### src/rtl/vram_pkg.sv
`default_nettype none
// ============================================================================
//  Module   : vram_pkg
//  Purpose  : Shared types and constants for the vector-RAM arbiter slice.
//             CPU window into vector RAM is VRAM_BASE .. VRAM_BASE + 8 KB - 1;
//             all addresses carried on the arbiter ports are offsets from
//             VRAM_BASE.
//  Revision : 1.0 - initial release
// ============================================================================
package vram_pkg;

    localparam logic [15:0] VRAM_BASE   = 16'h2000;
    localparam int          VRAM_ADDR_W = 13;

    // Owner tag of the read currently in flight through the BRAM pipeline.
    typedef enum logic [1:0] {
        OWN_NONE = 2'b00,
        OWN_CPU  = 2'b01,
        OWN_VG   = 2'b10
    } owner_t;

    typedef enum logic [0:0] {
        NORMAL    = 1'b0,
        CPU_BURST = 1'b1
    } arb_state_t;

endpackage : vram_pkg
`default_nettype wire

### src/rtl/vram_rd_return.sv
`default_nettype none
// ============================================================================
//  Module   : vram_rd_return
//  Purpose  : Read-return pipeline. Remembers which requester owns the read
//             issued this cycle, then steers the 1-cycle-latency BRAM data to
//             that requester next cycle and keeps it held until that
//             requester's next read completes.
//  Ports    : clk, rst        - clock, synchronous active-high reset
//             cpu_rd, vg_rd   - a read was granted this cycle (one-hot)
//             bram_rdata      - BRAM read data (valid the cycle after grant)
//             cpu_rvalid/rdata, vg_rvalid/rdata - per-requester return
//  Revision : 1.0 - initial release
// ============================================================================
module vram_rd_return
    import vram_pkg::*;
#(
    parameter int DATA_W = 8
) (
    input  logic              clk,
    input  logic              rst,
    input  logic              cpu_rd,
    input  logic              vg_rd,
    input  logic [DATA_W-1:0] bram_rdata,
    output logic              cpu_rvalid,
    output logic [DATA_W-1:0] cpu_rdata,
    output logic              vg_rvalid,
    output logic [DATA_W-1:0] vg_rdata
);

    owner_t            owner;
    logic [DATA_W-1:0] cpu_hold;
    logic [DATA_W-1:0] vg_hold;

    always_ff @(posedge clk) begin
        if (rst) begin
            owner <= OWN_NONE;
        end else if (cpu_rd) begin
            owner <= OWN_CPU;
        end else if (vg_rd) begin
            owner <= OWN_VG;
        end else begin
            owner <= OWN_NONE;
        end
    end

    always_ff @(posedge clk) begin
        if (rst) begin
            cpu_hold <= '0;
            vg_hold  <= '0;
        end else begin
            if (owner == OWN_CPU) cpu_hold <= bram_rdata;
            if (owner == OWN_VG)  vg_hold  <= bram_rdata;
        end
    end

    // The returning word is passed straight through in its valid cycle so
    // no extra latency is added; the hold register keeps it afterwards.
    // A reset in the return cycle suppresses the pending rvalid.
    assign cpu_rvalid = (owner == OWN_CPU) && !rst;
    assign vg_rvalid  = (owner == OWN_VG)  && !rst;
    assign cpu_rdata  = cpu_rvalid ? bram_rdata : cpu_hold;
    assign vg_rdata   = vg_rvalid  ? bram_rdata : vg_hold;

endmodule : vram_rd_return
`default_nettype wire

### src/rtl/vram_arbiter.sv
`default_nettype none
// ============================================================================
//  Module   : vram_arbiter
//  Purpose  : Shares the single vector-RAM BRAM port between the 6502 side
//             and the vector-generator fetch engine. VG has default priority;
//             a saturating starvation counter lets the CPU force a win and
//             then hold the port for a short burst.
//  Ports    : clk, rst                         - clock, sync active-high reset
//             cpu_req/we/addr/wdata, cpu_gnt   - CPU request / grant
//             cpu_rvalid, cpu_rdata            - CPU read return
//             vg_req/addr, vg_gnt              - VG read request / grant
//             vg_rvalid, vg_rdata              - VG read return
//             bram_en/we/addr/wdata, bram_rdata- shared BRAM port
//             stat_cpu_wr_cnt, stat_starve_hits- only with VRAM_ARB_STATS_EN
//  Config   : `define VRAM_ARB_STATS_EN adds the two saturating statistics
//             counters and their output ports.
//  Revision : 1.0 - initial release
// ============================================================================
module vram_arbiter
    import vram_pkg::*;
#(
    parameter int ADDR_W        = VRAM_ADDR_W,
    parameter int DATA_W        = 8,
    parameter int STARVE_MAX    = 4,
    parameter int CPU_BURST_LEN = 3
) (
    input  logic              clk,
    input  logic              rst,
    input  logic              cpu_req,
    input  logic              cpu_we,
    input  logic [ADDR_W-1:0] cpu_addr,
    input  logic [DATA_W-1:0] cpu_wdata,
    output logic              cpu_gnt,
    output logic              cpu_rvalid,
    output logic [DATA_W-1:0] cpu_rdata,
    input  logic              vg_req,
    input  logic [ADDR_W-1:0] vg_addr,
    output logic              vg_gnt,
    output logic              vg_rvalid,
    output logic [DATA_W-1:0] vg_rdata,
    output logic              bram_en,
    output logic              bram_we,
    output logic [ADDR_W-1:0] bram_addr,
    output logic [DATA_W-1:0] bram_wdata,
    input  logic [DATA_W-1:0] bram_rdata
`ifdef VRAM_ARB_STATS_EN
    ,
    output logic [15:0]       stat_cpu_wr_cnt,
    output logic [15:0]       stat_starve_hits
`endif
);

    localparam int SW = $clog2(STARVE_MAX + 1);
    localparam int BW = $clog2(CPU_BURST_LEN + 1);
    localparam logic [SW-1:0] STARVE_MAX_C = SW'(STARVE_MAX);
    localparam logic [BW-1:0] BURST_LEN_C  = BW'(CPU_BURST_LEN);

    arb_state_t    state, state_nx;
    logic [SW-1:0] starve_cnt;
    logic [BW-1:0] burst_cnt, burst_nx;
    logic          cpu_win, vg_win;
    logic          normal_arb;
    logic          forced;

    // A burst that has run out (length reached or CPU gone) falls back to
    // ordinary arbitration in the same cycle, so VG loses no slot.
    assign normal_arb = (state == NORMAL) || !cpu_req || (burst_cnt == BURST_LEN_C);
    assign forced     = !rst && normal_arb && cpu_req && (starve_cnt == STARVE_MAX_C);

    always_comb begin
        cpu_win  = 1'b0;
        vg_win   = 1'b0;
        state_nx = state;
        burst_nx = burst_cnt;
        if (!rst) begin
            if (normal_arb) begin
                state_nx = NORMAL;
                burst_nx = '0;
                if (forced) begin
                    cpu_win  = 1'b1;
                    state_nx = CPU_BURST;
                    burst_nx = BW'(1);
                end else if (vg_req) begin
                    vg_win = 1'b1;
                end else if (cpu_req) begin
                    cpu_win = 1'b1;
                end
            end else begin
                cpu_win  = 1'b1;
                burst_nx = burst_cnt + BW'(1);
            end
        end
    end

    always_ff @(posedge clk) begin
        if (rst) begin
            state     <= NORMAL;
            burst_cnt <= '0;
        end else begin
            state     <= state_nx;
            burst_cnt <= burst_nx;
        end
    end

    always_ff @(posedge clk) begin
        if (rst) begin
            starve_cnt <= '0;
        end else if (cpu_win) begin
            starve_cnt <= '0;
        end else if (cpu_req && (starve_cnt != STARVE_MAX_C)) begin
            starve_cnt <= starve_cnt + SW'(1);
        end
    end

    assign cpu_gnt    = cpu_win;
    assign vg_gnt     = vg_win;
    assign bram_en    = cpu_win | vg_win;
    assign bram_we    = cpu_win & cpu_we;
    assign bram_addr  = cpu_win ? cpu_addr : (vg_win ? vg_addr : '0);
    assign bram_wdata = cpu_win ? cpu_wdata : '0;

    vram_rd_return #(
        .DATA_W (DATA_W)
    ) u_rd_return (
        .clk        (clk),
        .rst        (rst),
        .cpu_rd     (cpu_win & ~cpu_we),
        .vg_rd      (vg_win),
        .bram_rdata (bram_rdata),
        .cpu_rvalid (cpu_rvalid),
        .cpu_rdata  (cpu_rdata),
        .vg_rvalid  (vg_rvalid),
        .vg_rdata   (vg_rdata)
    );

`ifdef VRAM_ARB_STATS_EN
    always_ff @(posedge clk) begin
        if (rst) begin
            stat_cpu_wr_cnt  <= '0;
            stat_starve_hits <= '0;
        end else begin
            if (cpu_win && cpu_we && (cpu_wdata != '0) && (stat_cpu_wr_cnt != 16'hFFFF))
                stat_cpu_wr_cnt <= stat_cpu_wr_cnt + 16'd1;
            if (forced && (stat_starve_hits != 16'hFFFF))
                stat_starve_hits <= stat_starve_hits + 16'd1;
        end
    end
`endif

endmodule : vram_arbiter
`default_nettype wire

### config.mk
export PLATFORM = sky130hd
export DESIGN_NAME = vram_arbiter
export DESIGN_NICKNAME = d
export VERILOG_FILES = /design/src/rtl/vram_pkg.sv /design/src/rtl/vram_rd_return.sv /design/src/rtl/vram_arbiter.sv
export SDC_FILE = /design/constraint.sdc
export NUM_CORES = 1
export LEC_CHECK = 0
export CORE_UTILIZATION = 41
export CTS_CLUSTER_SIZE = 8
export DETAILED_ROUTE_END_ITERATION = 10
export GPL_ROUTABILITY_DRIVEN = 0
export PLACE_DENSITY = 0.78
export SLEW_MARGIN = 0
export SYNTH_ARGS = -nofsm -noshare
export SYNTH_HDL_FRONTEND = slang
export SYNTH_SLANG_ARGS = --single-unit
export TNS_END_PERCENT = 50
### constraint.sdc
create_clock -name clk -period 2 [get_ports clk]
set_clock_uncertainty 0.2 [all_clocks]
set_input_delay 0.5 -clock clk [delete_from_list [all_inputs] [get_ports clk]]
set_output_delay 0.5 -clock clk [all_outputs]
set_load 0.05 [all_outputs]
[Word level (Yosys, flattened, before mapping)]
Index checks and enable logic that the tools add are counted.
Cells by class
  divide/modulo/power cells: 0
  add/sub/neg operators: 2
  bitwise operators: 5
  equal/unequal tests: 5
  order comparisons: 0
  multipliers: 0
  mux-type cells: 19
  shift-type cells: 0
  reductions and logical operators: 12
Operators by type and width (count)
  $mux W13: 2
  $mux W8: 3
  $mux W1: 12
  $logic_and A1 B1 Y1: 6
  $eq A2 B2 Y1 const B: 2
  $mux W2: 2
  $reduce_or A2 Y1: 2
  $add A3 B1 Y3 const B: 1
  $eq A3 B3 Y1 const B: 1
  $ne A3 B3 Y1 const B: 1
  $add A2 B1 Y2 const B: 1
  $and A1 B1 Y1: 2
  $eq A2 B1 Y1 const B: 1
  $logic_not A1 Y1: 2
  $logic_or A1 B1 Y1: 2
  $not A1 Y1: 2
  $or A1 B1 Y1: 1
Storage, ports and cells
  register bits after elaboration: 24
  input bits: 47
  output and inout port bits: 43
  RAM bits: 0
  word-level logic and storage cells: 50
  memory bits (read-only): 0
  latch bits: 0
  memories: 0

[Logic depth before layout (Yosys ltp)]
Gate-level depths: netlist of run 1.
  depth after elaboration: 11
  gate-level depth with buffers: 6
  depth with buffers taken out: 5

[By module]
From an unflattened synthesis of run 1, not the netlist that was laid out.
Unflattened totals
  cells, all modules: 229
  area, all modules: 1889.3 µm²
Modules (own cells, without submodules)
  vram_arbiter: sequential area each 120.1 µm², instances 1, cells each 133, area an instance 989.7 µm²
  vram_rd_return: sequential area each 360.3 µm², instances 1, cells each 96, area an instance 899.6 µm²

[Least setup slack after synthesis of run 1]
OpenSTA, ideal clock, no wires.
  path type: register to output
  start: register burst_cnt[0]
  end: output port bram_wdata[0]
  buffers on the path: 2
  data required time: 1.300 ns
  data arrival time: 1.627 ns
  slack: -0.327 ns
  stages on the path, launching flop included: 7
  path through: dfxtp_1 ha_1 nand2b_1 buf_4 a31oi_4 buf_4 and2_1
Between the ends
  longest elaborated chain between the ends: 9
Ends and longest elaborated chain
  from (decl): line vram_arbiter.sv:60  | logic [BW-1:0] burst_cnt, burst_nx;
  from (signal assigned): line vram_arbiter.sv:101  | burst_cnt <= burst_nx;
  $eq A2 B2 Y1 (*): line vram_arbiter.sv:67  | assign normal_arb = (state == NORMAL) || !cpu_req || (burst_cnt == BURST_LEN_C);
  $logic_or A1 B1 Y1 (*): line vram_arbiter.sv:67
  $logic_and A1 B1 Y1 (3 in a row): line vram_arbiter.sv:68  | assign forced = !rst && normal_arb && cpu_req && (starve_cnt == STARVE_MAX_C);
  $mux W1: line vram_arbiter.sv:79  | if (forced) begin
  $mux W1 (*): line vram_arbiter.sv:76  | if (normal_arb) begin
  $mux W1 (*): line vram_arbiter.sv:75  | if (!rst) begin
  via cpu_gnt: line vram_arbiter.sv:33  | output logic cpu_gnt,
  $mux W8 (*): line vram_arbiter.sv:120  | assign bram_wdata = cpu_win ? cpu_wdata : '0;
  to (decl): line vram_arbiter.sv:44  | output logic [DATA_W-1:0] bram_wdata,
Mark *: on every way through the listed nets, which the timed path passes. The rest lies on a longest branch.

[Worst setup path after layout of run 1]
  start: register burst_cnt[0]
  end: output port bram_addr[3]
Between the ends
  longest elaborated chain between the ends: 10
  elaborated cells between the ends (all ways): 13
  classes of those cells: 1 x eq/ne; 8 x mux; 4 x reduce/logical
Ends and longest elaborated chain
  $eq A2 B2 Y1 (*): line vram_arbiter.sv:67
  $logic_or A1 B1 Y1 (*): line vram_arbiter.sv:67
  $logic_and A1 B1 Y1 (3 in a row): line vram_arbiter.sv:68
  $mux W1: line vram_arbiter.sv:79
  $mux W1: line vram_arbiter.sv:76
  $mux W1: line vram_arbiter.sv:75
  $mux W13: line vram_arbiter.sv:119  | assign bram_addr = cpu_win ? cpu_addr : (vg_win ? vg_addr : '0);
  $mux W13 (*): line vram_arbiter.sv:119
  to (decl): line vram_arbiter.sv:43  | output logic [ADDR_W-1:0] bram_addr,
Mark *: on every way between the ends. The rest lies on a longest branch, timed or not.

==> results.txt, run 1 <==
The area growth from synthesis to layout is 105%. The data arrival time of the critical path came out at roughly 1.7 ns. The sequential share of the synthesized area is a little over a quarter. Of the total synthesized cell area, the portion taken by AND, OR, NAND and NOR gates is 33.3%. Using the TritonRoute via totals, the vias-per-cell ratio works out to between 5 and 6. TritonCTS built the clock tree.

The largest fanout on the critical path came out at 15. The H-tree depth came out at 1. Once detail routing completed, the nets flagged for antenna violations numbered 0.

Of the post-synthesis cell area, the part taken by muxes is roughly a tenth. The footprint of the flip-flops and latches is 488 µm². The number of hold violations in the final report is 0. The number of fillers in the final layout is between 200 and 250. The leakage power figure came out at 1.55 nW. The number of hold buffers added after CTS was 0. The Yosys step of the flow raised 0 warnings. The clock reaches the later pin of the worst-skew pair after roughly 0.27 ns. Across every metal layer, demand over resource in global routing totals about 27%. The smallest setup slack after layout came out at -0.370 ns. In this run the worst hold path is classified as flop to flop. The cell area after technology mapping is 1850 µm². The routed design could run at a clock period as short as ~2.4 ns. By area, the combinational part of the netlist is dominated by simple AND/OR/NAND/NOR gates.

The xor and xnor area share after synthesis is 0%. The area fraction of the dominant cell type after synthesis is 26.0%. After clock tree synthesis, the clock-pin slew on the worst setup and hold paths is 0.08 ns. The startpoint identified for the worst hold timing path is u_rd_return.cpu_hold[7]$_SDFFE_PP0N_. The initial antenna violation count came out at 0. Setup total negative slack on the finished layout was measured at -10.68 ns. The relative slew slack is a little under three fifths.

The share of layout cells above drive strength 1 is around 49%. Max-cap violations in this run came to 0. By startpoint and endpoint, the worst setup path is classified as flop to output port. The full die area came out at ~4800 µm². The maximum clock rate came out at around 420 MHz. The worst-case vdd ir drop came out at between 0.0002 and 0.0003 V. The TritonCTS sink count came out at 24. After detailed routing, the total wire length is roughly 6400 µm.

The multi-input combinational cells in the finished layout cover a total of 1610 µm². After detailed routing, the number of remaining DRC violations is 0. The number of failing setup endpoints in the final timing report came out at 40. The worst setup path is captured at an output port.

The mean instance size in the synthesized netlist is 8.28 µm². The run finished, with violations left. Before antenna repair, the detailed router went through 4 iterations. The fraction of registers with async set or reset after synthesis came out at 0%.

The first-pass GRT wire length came out at roughly 11000 µm. The wire length per cell after detailed routing came out at 16.7 µm. The floorplan has 24 rows. The worst endpoint required time came out at approximately 1.3 ns. The number of diodes added for antenna fixing came out at 0. The die height is around 69 µm. The checks that failed: setup timing. The synthesis-stage register bit count came out at 24. The count of buffers added on input and output ports is slightly below 90. Of the total synthesized cell area, the portion taken by full adders, half adders and majority gates is around 2.0%. The number of distinct library cells after synthesis came out at 37. Sorting the synthesized cells by area gives the leading types as sky130_fd_sc_hd__dfxtp_1 26%, sky130_fd_sc_hd__mux2_2 10%, sky130_fd_sc_hd__nand2_1 6.5%. The gate count of the mapped netlist came out at 223. Power spread over the standard cell area amounts to 405 nW/µm². The core occupancy in the finished layout came out at between 80% and 90%. The placeable core region is around 4400 µm².

The number of max-slew violations in the final report is 0. The net count of the finished layout is around 380. The starting density of the core came out at between 40 and 50%.

The first routing iteration left 104 violations. The origin of the worst setup path is burst_cnt[0]$_SDFF_PP0_. The synthesized-area fraction occupied by ao, oa, aoi and oai cells came out at between 10% and 20%.

The startpoint identified for the worst register-to-register timing path is starve_cnt[1]$_SDFFE_PP0P_. The period utilization is 118%. The number of nets in the synthesized netlist came out at between 200 and 300.

The cell sitting at the root of the clock tree is a sky130_fd_sc_hd__clkbuf_8. After legalization and detailed placement, the total HPWL measured slightly above 4000 µm. Setup repair after global routing could not meet its margin everywhere. The main flop type after synthesis is sky130_fd_sc_hd__dfxtp_1. The number of buffers created by CTS is 3.

For the pin with the worst max-slew slack, the measured transition is roughly 0.66 ns. Counting flops with a built-in enable in the synthesized netlist gives 0. The via total after detailed routing is 2175. The sum of internal, switching and leakage power came out at roughly 1.5 mW.

The pin count of the biggest net entering global routing came out at 28. The residual overflow from global routing is 0. The biggest area contributor in the post-synthesis netlist is sky130_fd_sc_hd__dfxtp_1. The die width is 69.1 µm. STA classifies the critical path startpoint as a flop. The via count of the first global-routing pass is around 2200. The number of top-level design ports came out at 90. The buffer depth of the longest clock path came out at 2.
where the power goes:
| part | total, mW | switching (mW) | internal (mW) |
|---|---|---|---|
| sequential | 0.501 | 0.00968 | 0.491 |
| clock | 0.290 | 0.155 | 0.135 |
| combinational | 0.740 | 0.365 | 0.374 |
worst max-delay path, stage by stage, from the launching register on:
cell and delay (ns):
sky130_fd_sc_hd__dfxtp_2 0.36, sky130_fd_sc_hd__ha_4 0.14, sky130_fd_sc_hd__and2b_1 0.20, sky130_fd_sc_hd__buf_12 0.15
sky130_fd_sc_hd__o211ai_1 0.26, sky130_fd_sc_hd__nand3_4 0.12, sky130_fd_sc_hd__buf_12 0.16
logic make-up after synthesis:
kind of cell | Yosys count
compound gates | 49
fa+ha+maj | 3
buf+inv | 24
flops | 24
mux | 17
simple gates | 106
stage by stage:
stage	cell area, µm²	instances	setup WS, ns	hold slack (ns)
6_report	3780	383	-0.370	0.258
5_1_grt	3780	383	-0.430	0.287
4_1_cts	3780	383	-0.346	0.260
3_5_place_dp	3400	372	-0.808	0.248
3_3_place_gp	3400	372	-0.776	0.241
2_1_floorplan	2110	223	-0.0908	0.234
registers in the layout, summed over array words and instances (netlist names):
register / cells
u_rd_return.vg_hold: 8
u_rd_return.owner: 2
burst_cnt: 2
u_rd_return.cpu_hold: 8
state: 1
starve_cnt: 3
layout make-up:
cell class / count / share of cell area, %
clock buffer: 3 / 1.09
inverter: 2 / 0.199
multi-input combinational: 178 / 42.7
sequential: 24 / 12.9
tap: 52 / 1.72
timing repair buffer: 124 / 41.4
what timing repair did:
action | 4_1_cts | 5_1_grt
pin swaps | 19 | 8
gates resized for setup | 70 | 5
gates cloned | 5 | 0
setup buffers | 3 | 0
endpoints found under the setup margin | 43 | 42
metal layers:
metal,vias up,wire [µm],global-route usage (%)
li1,1039,-,-
met1,1050,2470,31.5
met2,80,3560,52.2
met3,6,283,2.63
met4,0,65,7.48
met5,-,0,0
Yosys cell counts, drive strengths merged, types with 2 or more instances:
master  number
a21oi       18
a32oi       13
and2        12
buf         20
clkbuf       2
dfxtp       24
ha           3
inv          2
mux2        17
nand2       33
nand2b       4
nand3       14
nand4       14
nor2         6
nor2b       18
o211ai      13
layout by cell type (no fill, tap or decap), types with 4 or more instances in the layout:
cell type,count
sky130_fd_sc_hd__clkdlybuf4s50_1,43
sky130_fd_sc_hd__buf_12,33
sky130_fd_sc_hd__nand2_1,32
sky130_fd_sc_hd__buf_4,25
sky130_fd_sc_hd__dfxtp_1,20
sky130_fd_sc_hd__a21oi_1,18
sky130_fd_sc_hd__buf_6,18
sky130_fd_sc_hd__mux2_4,16
sky130_fd_sc_hd__nor2b_1,16
sky130_fd_sc_hd__nand4_1,14
sky130_fd_sc_hd__o211ai_1,13
sky130_fd_sc_hd__and2_4,11
sky130_fd_sc_hd__a32oi_2,10
sky130_fd_sc_hd__nand3_4,10
sky130_fd_sc_hd__nor2_4,5
sky130_fd_sc_hd__nand2b_4,4
sky130_fd_sc_hd__nand3_2,4
path summary, 6_finish.rpt:
kind / cells after the start / slack (ns) / endpoint
setup / recovery: 6 / -0.37 / bram_addr[3]
hold / removal: 2 / 0.26 / u_rd_return.cpu_hold[7]$_SDFFE_PP0N_
setup reg to reg: 6 / 0.37 / starve_cnt[2]$_SDFFE_PP0P_
hold reg to reg: 2 / 0.26 / u_rd_return.cpu_hold[7]$_SDFFE_PP0N_
No activity file was read; power rests on OpenSTA's default activity.
==> inputs of run 2 (changes only) <==
- REMOVE_ABC_BUFFERS: unset -> 1
==> run 2 against run 1 <==
  * The flow still finishes with violations (setup timing)
  * Global-route usage is 1.4 points lower
  * Combinational power is 5.4% lower
  * Sequential cell count unchanged
  * Maximum frequency increased by 0.13%
  * Clock-buffer cell count increased by 1
  * Sequential power hardly changed
  * Non-clock buffer count up 10
  * Critical path depth is the same
  * Critical path type unchanged
==> results.txt, run 2 (same netlist as run 1, synthesis figures left out) <==
The sum of net half-perimeters after detailed placement came out at 4130 µm (+1.7%). The wire length per cell after detailed routing was 17.6 µm (+5.9%). The via count of the first global-routing pass is 2096 (-5.9%). The cell depth of the worst flop-to-flop path is 5 (-1). The smallest setup slack after layout came out at -0.366 ns (+0.00319 ns). Tracing the worst setup path back leads to its startpoint at burst_cnt[0]$_SDFF_PP0_. The share of layout cells above drive strength 1 was 43.7% (-4.9 points). The core occupancy in the finished layout is 82.6% (-4.3 points).

The largest fanout on the critical path is 6 (-9). The starting density of the core is 42.4% (unchanged). The pin count of the biggest net entering global routing came out at 28 (unchanged). The die width is 69.1 µm (unchanged). The first-pass GRT wire length came out at 10200 µm (-5.8%). The worst hold slack after final layout is 0.262 ns (+0.00371 ns). The period utilization was 118% (-0.16 points). The power per cell area is 430 nW/µm² (+6.2%). The port buffer count was 89 (unchanged). The number of DRC markers in iteration 0 came out at 147 (+41%).

The number of cells on the worst hold path came out at 2 (unchanged). The final cell count without fillers came out at 393 (+2.6%). The detailed router used layers up to and including met4. The worst register-to-register path ends at u_rd_return.cpu_hold[1]$_SDFFE_PP0N_. The worst-case vdd ir drop was 0.000273 V (-2.7%). The shortest period the worst path allows came to 2.37 ns (-0.00319 ns). The number of failing setup endpoints in the final timing report came out at 42 (+5.0%).

By startpoint and endpoint, the worst setup path is classified as flop to output port. The number of hold violations in the final report is 0 (unchanged). The number of fillers in the final layout came out at 233 (+14%).

The cell at the root of the clock tree is sky130_fd_sc_hd__clkbuf_8. The residual DRC count came out at 0 (unchanged). The clock edge transition at the registers on the reported setup and hold paths came to 0.08 ns (about the same). The TritonCTS sink count came to 24 (unchanged). The commonest non-fill, non-tap cell in the layout is sky130_fd_sc_hd__clkdlybuf4s50_1. The detailed-route vias per instance came out at 5.62 (-1.1%). The buffer depth of the longest clock path is 2 (unchanged). The via total after detailed routing is 2208 (+1.5%). The kind of path behind the tightest hold check is flop to flop.

Setup repair after global routing could not meet its margin everywhere. The later-pin clock latency in the skew report is 0.28 ns (about the same). The number of optimization iterations in the first detailed-route pass came to 4 (unchanged). The data arrival time of the critical path is 1.67 ns (about the same).

TritonCTS built the clock tree. The placed instance count came out at 375 (+0.81%). The worst setup path is captured at an output port. The worst hold path begins at u_rd_return.vg_hold[6]$_SDFFE_PP0N_. The number of diodes added for antenna fixing is 0 (unchanged). The total negative setup slack came out at -10.83 ns (-0.149 ns). The flow ran to the end, but the final reports show violations. Relative to the synthesized area, the layout overhead comes to 94.6%.

The routed length on met2 is 3440 µm (-3.2%). The overall track demand over capacity in global routing is 25.8% (-1.4 points). The placeable core region came to 4350 µm² (unchanged). The routed length on met3 was 531 µm (+88%). The transition at the pin with the smallest max-transition slack is 0.633 ns (-0.0290 ns). The leakage power figure came out at 1.46 nW (-5.6%).

The checks that failed: setup timing. In the layout the commonest cells are 43 x sky130_fd_sc_hd__clkdlybuf4s50_1, 34 x sky130_fd_sc_hd__buf_4, 32 x sky130_fd_sc_hd__nand2_1. The detailed-routing wirelength on met1 came out at 2810 µm (+13%).

The number of maximum-capacitance violations came out at 0 (unchanged). The total number of placement rows came out at 24 (unchanged). The register-to-register setup slack came out at 0.28 ns (-0.09 ns).

The number of nets in the layout is 392 (+2.3%). For hold timing, the worst endpoint is u_rd_return.vg_hold[6]$_SDFFE_PP0N_. The remaining number of nets flagged by the antenna check after routing came out at 0 (unchanged). The number of top-level design ports is 90 (unchanged). The residual overflow from global routing is 0 (unchanged). The relative slew slack is 57.7% (+1.9 points). The die height is 69.1 µm (unchanged).

The startpoint of the worst register-to-register path is u_rd_return.owner[1]$_SDFF_PP0_. The worst endpoint required time came to 1.30 ns (about the same). The number of buffers created by CTS is 3 (unchanged). The sum of internal, switching and leakage power was 1.55 mW (+0.94%). The number of max-slew violations in the final report is 0 (unchanged). The type of origin of the critical path is a flop. The hold buffer count at CTS was 0 (unchanged).

The H-tree depth is 1 (unchanged). The initial antenna violation count came to 0 (unchanged). The maximum clock rate was 423 MHz (+0.13%). In the final layout, the registers with the most flip-flops are u_rd_return.cpu_hold x8, u_rd_return.vg_hold x8, starve_cnt x3. The detailed-route wire length came out at 6930 µm (+8.6%). The full die area came out at 4780 µm² (unchanged).
## run 2: timing repair
action                                  4_1_cts  5_1_grt
buffers inserted                              3        7
pin swaps                                    17       13
gates resized for setup                      84       10
endpoints found under the setup margin       43       42
gates cloned                                  4        0
## run 2: worst max-delay path by stage
stage,endpoint,slack [ns],cells past startpoint
after global routing,bram_addr[3],-0.43,6
final,bram_addr[8],-0.37,6
after CTS,bram_addr[3],-0.36,6
after floorplan,bram_wdata[0],-0.64,4
after global placement,bram_addr[4],-0.75,6
after detailed placement,bram_addr[8],-0.73,6
## run 2: final cells by class
| type | count | area, µm² | share of cell area (%) |
|---|---|---|---|
| timing repair buffer | 134 | 1610 | 44.7 |
| multi-input combinational | 177 | 1370 | 38.1 |
| sequential | 24 | 490 | 13.6 |
| tap | 52 | 65.1 | 1.81 |
| clock buffer | 4 | 55.1 | 1.53 |
| inverter | 2 | 7.51 | 0.209 |
## run 2: power breakdown
part	switching, mW	internal, mW
Clock	0.168	0.176
Combinational	0.348	0.352
Sequential	0.00973	0.492
Total	0.526	1.02
## run 2: through the flow
stage	instance area, µm²	worst slack, ns
3_5_place_dp	3140	-0.727
6_report	3590	-0.366
4_1_cts	3500	-0.364
2_1_floorplan	1690	-0.644
3_3_place_gp	3140	-0.749
5_1_grt	3590	-0.430
## run 2: worst max-delay path, cell delays in order (launching register included)
cell                       delay [ns]
sky130_fd_sc_hd__dfxtp_2         0.37
sky130_fd_sc_hd__ha_4            0.13
sky130_fd_sc_hd__and2b_2         0.24
sky130_fd_sc_hd__buf_4           0.16
sky130_fd_sc_hd__o211ai_1        0.15
sky130_fd_sc_hd__nand3_1         0.15
sky130_fd_sc_hd__buf_12          0.19
## run 2: layer usage
layer	vias up	track usage [%]
met5	-	0
met4	0	7.03
met3	15	5.99
met2	119	45.7
met1	1017	31.0
li1	1057	-
